File: config.mk
export PLATFORM = sky130hd
export DESIGN_NAME = hazard_scoreboard
export DESIGN_NICKNAME = d
export VERILOG_FILES = /design/src/rtl/hazard_scoreboard_pkg.sv /design/src/rtl/hazard_scoreboard_sb_cnt_entry.sv /design/src/rtl/hazard_scoreboard.sv
export SDC_FILE = /design/constraint.sdc
export NUM_CORES = 1
export LEC_CHECK = 0
export CORE_ASPECT_RATIO = 1.2
export CORE_MARGIN = 2
export CORE_UTILIZATION = 45
export CTS_BUF_LIST = sky130_fd_sc_hd__clkbuf_4 sky130_fd_sc_hd__clkbuf_8
export DETAILED_ROUTE_END_ITERATION = 10
export SYNTH_ARGS = -nofsm -noshare
export SYNTH_HDL_FRONTEND = slang
export SYNTH_SLANG_ARGS = --single-unit
File: constraint.sdc
create_clock -name clk -period 6.1 [get_ports clk]
set_input_delay 1.22 -clock clk [delete_from_list [all_inputs] [get_ports clk]]
set_output_delay 1.22 -clock clk [all_outputs]
set_load 0.1 [all_outputs]
File: src/rtl/hazard_scoreboard_pkg.sv
// Shared definitions for the ID-stage hazard scoreboard: latency classes
// coming from the decoder and the default register-file address width.
package hazard_scoreboard_pkg;

  // Default architectural register address width (32 integer registers)
  localparam int REG_ADDR_WIDTH_DEF = 5;

  // Latency class of the producer sitting in ID
  typedef enum logic [1:0] {
    LAT_CLS_ALU  = 2'd0,
    LAT_CLS_LOAD = 2'd1,
    LAT_CLS_LONG = 2'd2,
    LAT_CLS_RSVD = 2'd3
  } lat_cls_e;

  // Width needed to hold a countdown of 0..latMax, never narrower than 1 bit
  function automatic int cntWidth(input int latMax);
    int w;
    w = $clog2(latMax + 1);
    return (w < 1) ? 1 : w;
  endfunction

endpackage

File: src/rtl/hazard_scoreboard_sb_cnt_entry.sv
// One per-register countdown. A nonzero count means the register's most
// recent fixed-latency write is still in flight and cannot be forwarded yet.
module sb_cnt_entry #(
  parameter int CNT_W = 3
) (
  input  logic             clk,
  input  logic             rst_n,
  input  logic             i_clear,
  input  logic             i_load,
  input  logic [CNT_W-1:0] i_load_val,
  output logic             o_nonzero
);

  logic [CNT_W-1:0] r_cnt;

  // Clear wins over a new load, a new load wins over the running decrement
  always_ff @(posedge clk) begin
    if (!rst_n) begin
      r_cnt <= '0;
    end else if (i_clear) begin
      r_cnt <= '0;
    end else if (i_load) begin
      r_cnt <= i_load_val;
    end else if (r_cnt != '0) begin
      r_cnt <= r_cnt - 1'b1;
    end
  end

  assign o_nonzero = (r_cnt != '0);

endmodule

File: src/rtl/hazard_scoreboard.sv
// RAW/WAW hazard scoreboard for the ID stage. Fixed-latency producers are
// tracked by per-register countdowns, one variable-latency (mul/div) producer
// is held in a single slot until its completion strobe, and a saturating
// counter records how many cycles ID spent stalled.
module hazard_scoreboard
  import hazard_scoreboard_pkg::*;
#(
  parameter int REG_ADDR_WIDTH = REG_ADDR_WIDTH_DEF,
  parameter int LAT_ALU        = 0,
  parameter int LAT_LOAD       = 1,
  parameter int LAT_MAX        = 7,
  parameter int PERF_WIDTH     = 32
) (
  input  logic                      clk,
  input  logic                      rst_n,
  input  logic                      flush,
  input  logic                      id_valid,
  input  logic                      id_rs1_ren,
  input  logic                      id_rs2_ren,
  input  logic [REG_ADDR_WIDTH-1:0] id_rs1_addr,
  input  logic [REG_ADDR_WIDTH-1:0] id_rs2_addr,
  input  logic                      id_rd_wen,
  input  logic [REG_ADDR_WIDTH-1:0] id_rd_addr,
  input  logic [1:0]                id_lat_class,
  input  logic                      long_done,
  input  logic [REG_ADDR_WIDTH-1:0] long_rd_addr,
  output logic                      stall,
  output logic                      long_busy,
  output logic                      sb_err,
  output logic [PERF_WIDTH-1:0]     stall_cycles
);

  localparam int NUM_REGS = 2 ** REG_ADDR_WIDTH;
  localparam int CNT_W    = cntWidth(LAT_MAX);

  localparam logic [CNT_W-1:0] LAT_ALU_V  = CNT_W'(LAT_ALU);
  localparam logic [CNT_W-1:0] LAT_LOAD_V = CNT_W'(LAT_LOAD);

  logic                      r_long_busy;
  logic [REG_ADDR_WIDTH-1:0] r_long_rd;
  logic                      r_sb_err;
  logic [PERF_WIDTH-1:0]     r_stall_cycles;

  logic [NUM_REGS-1:0]       w_cnt_nz;
  logic [NUM_REGS-1:1]       w_load;
  logic [CNT_W-1:0]          w_load_val;
  logic                      w_cls_long;
  logic                      w_cls_load;
  logic                      w_pend_rs1;
  logic                      w_pend_rs2;
  logic                      w_pend_rd;
  logic                      w_issue;
  logic                      w_wr;
  logic                      w_done_match;

  // x0 is never tracked, so its slot in the pending vector is tied low
  assign w_cnt_nz[0] = 1'b0;

  for (genvar r = 1; r < NUM_REGS; r++) begin : g_entry
    sb_cnt_entry #(
      .CNT_W(CNT_W)
    ) u_entry (
      .clk       (clk),
      .rst_n     (rst_n),
      .i_clear   (flush),
      .i_load    (w_load[r]),
      .i_load_val(w_load_val),
      .o_nonzero (w_cnt_nz[r])
    );
  end

  // Decode latency class; the reserved encoding behaves like an ALU op
  always_comb begin
    w_cls_long = 1'b0;
    w_cls_load = 1'b0;
    case (lat_cls_e'(id_lat_class))
      LAT_CLS_LOAD: w_cls_load = 1'b1;
      LAT_CLS_LONG: w_cls_long = 1'b1;
      default:      ;
    endcase
  end

  // A register is pending while its countdown runs or while the outstanding
  // long op targets it; any reference to x0 is never pending
  always_comb begin
    w_pend_rs1 = 1'b0;
    w_pend_rs2 = 1'b0;
    w_pend_rd  = 1'b0;
    if (id_rs1_addr != '0) begin
      w_pend_rs1 = w_cnt_nz[id_rs1_addr] | (r_long_busy & (r_long_rd == id_rs1_addr));
    end
    if (id_rs2_addr != '0) begin
      w_pend_rs2 = w_cnt_nz[id_rs2_addr] | (r_long_busy & (r_long_rd == id_rs2_addr));
    end
    if (id_rd_addr != '0) begin
      w_pend_rd = w_cnt_nz[id_rd_addr] | (r_long_busy & (r_long_rd == id_rd_addr));
    end
  end

  // Stall on RAW for either source, WAW on rd, or a second long op while one is outstanding
  always_comb begin
    stall = 1'b0;
    if (id_valid) begin
      stall = (id_rs1_ren & w_pend_rs1) |
              (id_rs2_ren & w_pend_rs2) |
              (id_rd_wen  & w_pend_rd)  |
              (w_cls_long & r_long_busy);
    end
  end

  assign w_issue      = id_valid & ~stall & ~flush;
  assign w_wr         = w_issue & id_rd_wen & (id_rd_addr != '0);
  assign w_done_match = long_done & r_long_busy & (long_rd_addr == r_long_rd);

  // Steer a fixed-latency issue into the countdown of its destination register
  always_comb begin
    w_load     = '0;
    w_load_val = w_cls_load ? LAT_LOAD_V : LAT_ALU_V;
    for (int r = 1; r < NUM_REGS; r++) begin
      w_load[r] = w_wr & ~w_cls_long & (id_rd_addr == REG_ADDR_WIDTH'(r));
    end
  end

  // Long-op slot: completion is applied before a same-cycle long issue
  always_ff @(posedge clk) begin
    if (!rst_n) begin
      r_long_busy <= 1'b0;
      r_long_rd   <= '0;
    end else if (flush) begin
      r_long_busy <= 1'b0;
    end else begin
      if (w_done_match) begin
        r_long_busy <= 1'b0;
      end
      if (w_wr & w_cls_long) begin
        r_long_busy <= 1'b1;
        r_long_rd   <= id_rd_addr;
      end
    end
  end

  // Sticky error for a completion strobe that matches no outstanding long op
  always_ff @(posedge clk) begin
    if (!rst_n) begin
      r_sb_err <= 1'b0;
    end else if (long_done & ~w_done_match) begin
      r_sb_err <= 1'b1;
    end
  end

  // Saturating count of stalled cycles
  always_ff @(posedge clk) begin
    if (!rst_n) begin
      r_stall_cycles <= '0;
    end else if (stall && (r_stall_cycles != '1)) begin
      r_stall_cycles <= r_stall_cycles + 1'b1;
    end
  end

  assign long_busy    = r_long_busy;
  assign sb_err       = r_sb_err;
  assign stall_cycles = r_stall_cycles;

endmodule
==> flow_metrics.tcl, run 1 <==
set metrics [dict create \
    drt_iter0_drc 457 \
    cts_root_buf "clkbuf_8" \
    ctsResizeCount 0 \
    grt_start_max_net_pins 62 \
    r2r_slack_ns 2.11 \
    path_delay_family "buffers and inverters" \
    multi_input_area_um2 5110 \
    synth_cell_type_count 59 \
    min_to "stall_cycles[10]" \
    hp-class "reg2reg" \
    initial_utilization_pct 45.7 \
    reg2reg_depth 10 \
    worst_pin_slew_ns 1.19 \
    slew_violations 0 \
    viasPerCell 5.52 \
    antenna_left 0 \
    crit_slowest_cell "clkdlybuf4s50_1" \
    gp_congestion 0.900 \
    layout_setup_ws_ns 0.714 \
    switching_share_pct 28.5 \
    core-area_um2 18000 \
    synthMuxAreaShare_pct 11.4 \
    cts_inserted_buffers 17 \
    postSynthCellCount 958 \
    ys_ff_latch 132 \
    n_fill_cell 1747 \
    worstPathMaxFanout 12 \
    htree_levels 4 \
    maxCapViolCount 0 \
    grt_use_met1_pct 27.9 \
    p_sw_w 0.000541 \
    gr-total-overflow 0 \
    hold_ws_ns 0.489 \
    placed_cell_area_um2 9030 \
    vias 6806 \
    clock_latency_ns 0.45 \
    yosysWarnings 0 \
    drt-total-wl_um 20600 \
    synth_top_family_by_area "simple AND/OR/NAND/NOR gates" \
    top_usage_layer "met2" \
    status "finished clean" \
    synth_commonest_cells "dfxtp_1, inv_1, nor2_1" \
    grt_use_met2_pct 36.7 \
    use_met3_pct 4.88 \
    synth.area.top_cells "dfxtp_1, ha_1, mux2i_1" \
    dp_hpwl_um 14800 \
    synth_xor_area_share_pct 6.91 \
    yosysMostFrequentCell "dfxtp_1" \
    synth-simple-area-share_pct 24.0 \
    cts_hold_buf 0 \
    power_frac_comb_pct 15.0 \
    seq_area_frac_synth_pct 32.1 \
    relSlewSlack_pct 20.1 \
    r2r_end "g_entry[3].u_entry.r_cnt[1]" \
    crit_path_cell_trace "clkdlybuf4s50_1 -> buf_4 -> inv_2 -> mux4_2 -> or2_0 -> a2111oi_0 -> a211o_2 -> o21ai_4 -> inv_1 -> buf_12" \
    seqCellArea_um2 2640 \
    ys.flop_type "dfxtp_1" \
    clockBufferDepth 2 \
    port_buffers 64 \
    die_w_um 128 \
    antenna_found_initial 0 \
    worstSetupPathType "in2out" \
    yosysTopAreaCellShare_pct 32.1 \
    synth_nets 1051 \
    die_h_um 152 \
    crit_buf_inv 5 \
    fin_area_um2 9420 \
    nets 1090 \
    hp-start "stall_cycles[10]" \
    areaGrowthSynthToFinish_pct 14.2 \
    rows 54 \
    rr_startpoint "g_entry[5].u_entry.r_cnt[0]" \
    cts_tree "done" \
    rsz0062_at_grt "no" \
    clock_skew_ns 0.0176 \
    synth_area_leader_cell "dfxtp_1" \
    synth_compound_area_share_pct 9.93 \
    fin_crit_sh_pct 88.3 \
    power.internal_w 0.00136 \
    grt_first_pass_wirelength_um 33800 \
    synth_edf_count 0 \
    ir_drop_mv 0.107 \
    diodes 0 \
    cp-end-kind "output port" \
    arrival_ns 4.17 \
    finalHoldViolations 0 \
    max_stage_delay_ns 0.64 \
    grt_pass1_vias 6438 \
    cts_sinks 132 \
    cp-start-kind "primary input" \
    place_ws_ns 0.715 \
    setup_viol 0 \
    postCtsSetupRepairBufs 0 \
    path_clk_slew_ns 0.08 \
    max_freq_ghz 0.186 \
    required_ns 4.88 \
    drc 0 \
    total_power_w 0.00190 \
    dieArea_um2 19400 \
    power.leakage_nw 3.48 \
    dr.pass1.iters 6 \
    layout-drive-gt1-share_pct 7.23 \
    clock_power_share_pct 38.3 \
    p_per_area_nw_per_um2 202 \
    io_pins 65 \
    wl_per_cell_um 16.7 \
    avgSynthCellArea_um2 8.60 \
    period_needed_ns 5.39 \
    syn_area_um2 8240 \
    tns_ns 0 \
    min_delay_path_depth 2 \
    grt.total_usage_pct 21.8 \
    ys_async_sr_fraction_pct 0 \
    power_frac_seq_pct 46.8 \
    synth_adder_area_share_pct 9.56 \
]
==> per-layer routing <==
layer / part of all wire, % / wire, um
met4: 2.1 / 433
met1: 45 / 9200
met3: 4.9 / 999
met5: 0 / 0
met2: 48 / 9920
==> placed cells by master, fill, tap and decap left out, drive strengths merged, types with 3 or more instances in the layout <==
cell / count
clkinv: 7
buf: 10
clkbuf: 19
or3: 13
nand4: 12
nor4: 6
nor3: 35
a2111oi: 5
o32ai: 3
xor2: 11
and4: 3
inv: 77
a21oi: 53
o21a: 3
or4: 16
or2: 4
nor2: 69
or3b: 3
o21ai: 25
a211oi: 4
nand2: 63
nand3b: 6
clkinvlp: 3
nand2b: 13
xnor2: 54
nand3: 35
o41ai: 4
nor3b: 17
and2: 5
nor2b: 34
clkdlybuf4s50: 63
dfxtp: 132
ha: 63
and3: 27
o31ai: 17
mux2i: 56
mux4: 16
==> flip-flops by register name (all words and copies together), names as in the netlist <==
register and count:
r_long_rd 5, stall_cycles 32, long_busy 1, g_entry.u_entry.r_cnt 93
sb_err 1
==> power by group through the flow <==
stage / logic (W) / clock network, W / registers [W]
after floorplan: 0.000192 / 0 / 0.000917
after CTS: 0.000285 / 0.000751 / 0.000888
after global routing: 0.000314 / 0.000791 / 0.000891
after global placement: 0.000282 / 0 / 0.000908
after detailed placement: 0.000284 / 0 / 0.000908
final: 0.000284 / 0.000727 / 0.000888
==> worst max-delay path by stage <==
| stage | start | to | slack, ns | depth (start not counted) |
|---|---|---|---|---|
| 4_1_cts | id_rs1_addr[2] | stall | 0.70 | 10 |
| 6_report | id_rs1_addr[2] | stall | 0.71 | 10 |
| 3_5_place_dp | id_rs1_addr[2] | stall | 0.72 | 10 |
| 5_1_grt | id_rs1_addr[2] | stall | 0.56 | 10 |
| 3_3_place_gp | id_rs1_addr[2] | stall | 0.76 | 10 |
| 2_1_floorplan | id_rs2_addr[0] | stall | 1.26 | 10 |
==> kinds of logic after synthesis <==
family / after synthesis
compound gates: 130
xor+xnor: 65
fa+ha+maj: 63
buf+inv: 129
flops: 132
mux: 74
simple gates: 365
==> per-stage QoR <==
stage          cells  util [%]
2_1_floorplan    958         -
3_3_place_gp    1202      50.1
3_5_place_dp    1202      50.1
4_1_cts         1234      52.2
5_1_grt         1234      52.2
6_report        1234      52.2
==> area by class of cell <==
type / instances / area share [%]
clock inverters: 13 / 1.42
multi-input cells: 697 / 54.2
repair buffers: 73 / 7.63
clock buffers: 19 / 2.64
well taps: 224 / 2.98
inverters: 76 / 3.03
flip-flops and latches: 132 / 28.1
==> worst min-delay path: stages, from the launching register on <==
cell	delay, ns
dfxtp_1	0.33
o41ai_1	0.06
a21oi_1	0.06
Note: power is estimated with default switching activity, not from simulation.
==> inputs of run 2 (changes only) <==
--- a/config.mk
+++ b/config.mk
@@ -5,11 +5,13 @@
 export SDC_FILE = /design/constraint.sdc
 export NUM_CORES = 1
 export LEC_CHECK = 0
+export ABC_AREA = 1
 export CORE_ASPECT_RATIO = 1.2
 export CORE_MARGIN = 2
 export CORE_UTILIZATION = 45
 export CTS_BUF_LIST = sky130_fd_sc_hd__clkbuf_4 sky130_fd_sc_hd__clkbuf_8
 export DETAILED_ROUTE_END_ITERATION = 10
+export PLACE_DENSITY = 0.6
 export SYNTH_ARGS = -nofsm -noshare
 export SYNTH_HDL_FRONTEND = slang
 export SYNTH_SLANG_ARGS = --single-unit
==> flow_metrics.tcl, run 2 <==
set metrics [dict create \
    fin_crit_sh_pct 81.3 \
    cts_tree "done" \
    drc 0 \
    place_ws_ns 1.17 \
    period_needed_ns 4.96 \
    nets 1494 \
    required_ns 4.88 \
    power.leakage_nw 5.04 \
    p_per_area_nw_per_um2 218 \
    cts_hold_buf 0 \
    arrival_ns 3.74 \
    areaGrowthSynthToFinish_pct 12.5 \
    maxCapViolCount 0 \
    worstPathMaxFanout 19 \
    antenna_left 0 \
    ir_drop_mv 0.127 \
    crit_path_cell_trace "clkdlybuf4s50_1 -> inv_2 -> nand3b_1 -> nand2_1 -> nand2_1 -> nand2_1 -> nor2_1 -> nand2_1 -> nand2_1 -> nand2_1 -> nand3_1 -> nand2_1 -> nand3_2 -> nor2_8 -> nor2_8 -> buf_12" \
    clock_skew_ns 0.0158 \
    status "finished clean" \
    postCtsSetupRepairBufs 0 \
    ys_async_sr_fraction_pct 0 \
    layout_commonest_cell "nand2_1" \
    yosysTopAreaCellShare_pct 28.5 \
    clockBufferDepth 2 \
    setup.worst_path.end "stall" \
    hp-class "reg2reg" \
    crit_slowest_cell "clkdlybuf4s50_1" \
    relSlewSlack_pct 31.9 \
    min_delay_path_depth 2 \
    drt-total-wl_um 26100 \
    max_stage_delay_ns 0.95 \
    cts_sinks 132 \
    rsz0062_at_grt "no" \
    htree_levels 4 \
    grt_first_pass_wirelength_um 42500 \
    grt.total_usage_pct 24.7 \
    gp_congestion 0.930 \
    die_w_um 135 \
    port_buffers 64 \
    synth_area_leader_cell "dfxtp_1" \
    fin_area_um2 10400 \
    syn_area_um2 9280 \
    grt_pass1_vias 8199 \
    largest_register_ffs 93 \
    slew_violations 0 \
    ys_ff_latch 132 \
    hold_ws_ns 0.499 \
    layout_setup_ws_ns 1.14 \
    io_pins 65 \
    reg2reg_depth 18 \
    worstSetupPathType "in2out" \
    synth_cell_type_count 37 \
    postSynthCellCount 1355 \
    core-area_um2 20300 \
    setup_viol 0 \
    drt_iter0_drc 617 \
    r2r_slack_ns 2.92 \
    layout-drive-gt1-share_pct 6.51 \
    die_h_um 161 \
    avgSynthCellArea_um2 6.85 \
    n_fill_cell 2100 \
    wl_per_cell_um 15.5 \
    grt_start_max_net_pins 35 \
    registers.top_by_ff_count "g_entry.u_entry.r_cnt" \
    cts_inserted_buffers 17 \
    place_inst 1647 \
    ctsResizeCount 0 \
    vias 8625 \
    cp-start-kind "primary input" \
    gr-total-overflow 0 \
    r2r_end "g_entry[27].u_entry.r_cnt[0]" \
    finalHoldViolations 0 \
    rr_startpoint "g_entry[17].u_entry.r_cnt[0]" \
    max_freq_ghz 0.202 \
    seq_area_frac_synth_pct 28.5 \
    layout_common_cells "nand2_1, inv_1, nor2_1" \
    yosysWarnings 0 \
    placed_cell_area_um2 9990 \
    path_clk_slew_ns 0.07 \
    cp_common_cell "nand2_1" \
    clock_latency_ns 0.47 \
    dr.pass1.iters 5 \
    cp-startpoint "id_rs2_addr[0]" \
    initial_utilization_pct 45.8 \
    ys.flop_type "dfxtp_1" \
    tns_ns 0 \
    rows 57 \
    worst_pin_slew_ns 1.02 \
    synth.area.top_cells "dfxtp_1, nand2_1, ha_1" \
    cp-end-kind "output port" \
    viasPerCell 5.14 \
    cts_root_buf "clkbuf_8" \
    dieArea_um2 21800 \
    diodes 0 \
    synth_commonest_cells "nand2_1, inv_1, nor2_1" \
    synth_nets 1448 \
    synth_edf_count 0 \
    antenna_found_initial 0 \
    yosysMostFrequentCell "nand2_1" \
    final_cell_count_no_fill 1679 \
    dp_hpwl_um 19300 \
]
-- run 2: changes by cell type after synthesis, moves of 27 or more --
cell,previous run,this run
a21oi_1,53,80
and3_1,27,0
inv_1,75,207
mux2i_1,56,0
nand2_1,63,276
nand3_1,35,90
nand4_2,0,28
nor2_1,69,200
nor2b_1,34,0
xor2_1,11,58
-- run 2: report_power, final --
group | internal (W) | leakage [nW] | switching (W)
registers | 0.000896 | 1.07 | 0.0000183
logic | 0.000169 | 3.74 | 0.000348
clock network | 0.000466 | 0.230 | 0.000373
total | 0.00153 | 5.04 | 0.000740
-- run 2: cell type report --
type                       instances  area [um^2]  area share [%]
multi-input combinational        960         5480            52.5
sequential                       132         2640            25.3
inverter                         215          807            7.73
timing repair buffer              75          733            7.03
tap                              265          332            3.18
clock buffer                      19          262            2.51
clock inverter                    13          180            1.73
-- run 2: cell families after synthesis --
| family | Yosys count | synth area share [%] |
|---|---|---|
| AND/OR/NAND/NOR | 663 | 32.8 |
| buffers and inverters | 263 | 12.6 |
| AO/OA/AOI/OAI | 137 | 8.42 |
| flip-flops | 132 | 28.5 |
| XOR/XNOR | 97 | 9.16 |
| adder cells (fa/ha/maj) | 63 | 8.50 |
-- run 2: worst min-delay path by stage --
| stage | start | end |
|---|---|---|
| 2_1_floorplan | g_entry[20].u_entry.r_cnt[1] | g_entry[20].u_entry.r_cnt[1] |
| 3_3_place_gp | stall_cycles[31] | stall_cycles[31] |
| 3_5_place_dp | g_entry[12].u_entry.r_cnt[1] | g_entry[12].u_entry.r_cnt[1] |
| 4_1_cts | stall_cycles[31] | stall_cycles[31] |
| 5_1_grt | sb_err | sb_err |
| 6_report | g_entry[28].u_entry.r_cnt[1] | g_entry[28].u_entry.r_cnt[1] |
-- run 2: per-stage QoR --
step | power [W] | utilization [%]
finish | 0.00227 | 51.5
global route | 0.00239 | 51.5
CTS | 0.00229 | 51.5
detailed placement | 0.00145 | 49.3
global placement | 0.00145 | 49.3
floorplan | 0.00132 | -
-- run 2: layer usage --
layer	vias to the layer above	track usage, %	share of wire (%)
li1	4381	-	-
met2	222	40.3	46
met5	-	0	0
met3	55	4.17	5.3
met1	3967	32.3	45
met4	0	10.5	3.4
-- run 2: worst max-delay path: cells and delay by family --
family / cells / cell delay (ns)
buf+inv: 3 / 1.46
simple gates: 13 / 1.03
==> inputs of run 3 (changes only) <==
==> constraint.sdc (replaced) <==
create_clock -name clk -period 5.1 [get_ports clk]
set_input_delay 1.02 -clock clk [delete_from_list [all_inputs] [get_ports clk]]
set_output_delay 1.02 -clock clk [all_outputs]
set_load 0.1 [all_outputs]
==> flow_metrics.tcl, run 3 (synthesized netlist as in run 2, its figures left out) <==
set metrics [dict create \
    status "finished clean" \
    drt-total-wl_um 26000 \
    hp-class "reg2reg" \
    dieArea_um2 21800 \
    clockBufferDepth 2 \
    htree_levels 4 \
    arrival_ns 3.24 \
    wl_per_cell_um 15.5 \
    rsz0062_at_grt "no" \
    cts_tree "done" \
    place_ws_ns 0.879 \
    grt_first_pass_wirelength_um 42000 \
    finalHoldViolations 0 \
    antenna_found_initial 0 \
    tns_ns 0 \
    n_fill_cell 2111 \
    postCtsSetupRepairBufs 0 \
    layout-drive-gt1-share_pct 6.57 \
    period_needed_ns 4.26 \
    largest_register_ffs 93 \
    worst_pin_slew_ns 1.01 \
    slew_violations 0 \
    layout_commonest_cell "nand2_1" \
    cts_hold_buf 0 \
    dr.pass1.iters 7 \
    rr_startpoint "g_entry[17].u_entry.r_cnt[0]" \
    ctsResizeCount 0 \
    reg2reg_depth 19 \
    power.leakage_nw 4.99 \
    path_clk_slew_ns 0.08 \
    grt_pass1_vias 8152 \
    cts_inserted_buffers 17 \
    drt_iter0_drc 494 \
    maxCapViolCount 0 \
    cp-start-kind "primary input" \
    ir_drop_mv 0.152 \
    r2r_slack_ns 1.88 \
    io_pins 65 \
    layout_setup_ws_ns 0.840 \
    nets 1495 \
    required_ns 4.08 \
    max_freq_ghz 0.235 \
    grt.total_usage_pct 24.6 \
    antenna_left 0 \
    dp_hpwl_um 19300 \
    registers.top_by_ff_count "g_entry.u_entry.r_cnt" \
    viasPerCell 5.11 \
    setup_viol 0 \
    die_h_um 161 \
    areaGrowthSynthToFinish_pct 11.7 \
    clock_skew_ns 0.0128 \
    placed_cell_area_um2 10000 \
    initial_utilization_pct 45.8 \
    gr-total-overflow 0 \
    diodes 0 \
    p_per_area_nw_per_um2 246 \
    rows 57 \
    grt_start_max_net_pins 35 \
    fin_crit_sh_pct 83.5 \
    die_w_um 135 \
    min_to "g_entry[1].u_entry.r_cnt[1]" \
    port_buffers 64 \
    drc 0 \
    cp-end-kind "output port" \
    relSlewSlack_pct 32.2 \
    vias 8585 \
    cts_sinks 132 \
    layout_common_cells "nand2_1, inv_1, nor2_1" \
    worstSetupPathType "in2out" \
    worstPathMaxFanout 13 \
    fin_area_um2 10400 \
    cts_root_buf "clkbuf_8" \
    gp_congestion 0.966 \
    core-area_um2 20300 \
    min_delay_path_depth 2 \
    hp-start "g_entry[1].u_entry.r_cnt[1]" \
    clock_latency_ns 0.46 \
    r2r_end "r_long_rd[0]" \
]
-- run 3: routing by layer --
metal / vias up / share of wire (%) / global-route usage (%)
li1: 4397 / - / -
met1: 3892 / 44 / 31.5
met2: 244 / 47 / 40.7
met5: - / 0 / 0
met3: 52 / 6.0 / 4.65
met4: 0 / 3.1 / 9.85
-- run 3: through the flow --
stage	util, %	power, W	hold WS [ns]	instances
floorplan	-	0.00158	0.463	1355
global placement	49.4	0.00173	0.482	1648
detailed placement	49.4	0.00173	0.478	1648
CTS	51.2	0.00257	0.503	1680
global route	51.2	0.00270	0.525	1680
finish	51.2	0.00255	0.501	1680
-- run 3: where the power goes --
| group | total, W | internal [W] | switching [W] |
|---|---|---|---|
| sequential | 0.00109 | 0.00107 | 0.0000224 |
| clock | 0.000832 | 0.000368 | 0.000463 |
| combinational | 0.000620 | 0.000202 | 0.000418 |
| total | 0.00255 | 0.00164 | 0.000904 |
-- run 3: final cells by class --
class	instances	area, um^2	area share (%)
Multi-Input combinational cell	960	5480	52.9
Sequential cell	132	2640	25.5
Inverter	215	807	7.79
Timing Repair Buffer	76	741	7.15
Tap cell	265	332	3.20
Clock inverter	13	100	0.966
Clock buffer	19	262	2.52
-- run 3: how the worst max path moves through the flow --
stage / from / endpoint / slack (ns) / depth (start not counted)
2_1_floorplan: id_rd_addr[1] / stall / 1.58 / 16
3_3_place_gp: id_rs1_addr[0] / stall / 0.89 / 12
3_5_place_dp: id_rd_addr[0] / stall / 0.88 / 15
4_1_cts: id_rd_addr[0] / stall / 0.88 / 15
5_1_grt: id_rs1_addr[0] / stall / 0.64 / 13
6_report: id_rs1_addr[0] / stall / 0.84 / 13
-- run 3: critical path: stages --
cell	delay, ns
clkdlybuf4s50_1	0.78
inv_2	0.17
nor2_2	0.31
a21oi_1	0.11
nand3_1	0.08
nand3_1	0.08
nand3_1	0.09
nand3_1	0.08
nand2_1	0.07
inv_2	0.07
nor2_8	0.14
nor2_8	0.05
buf_12	0.17
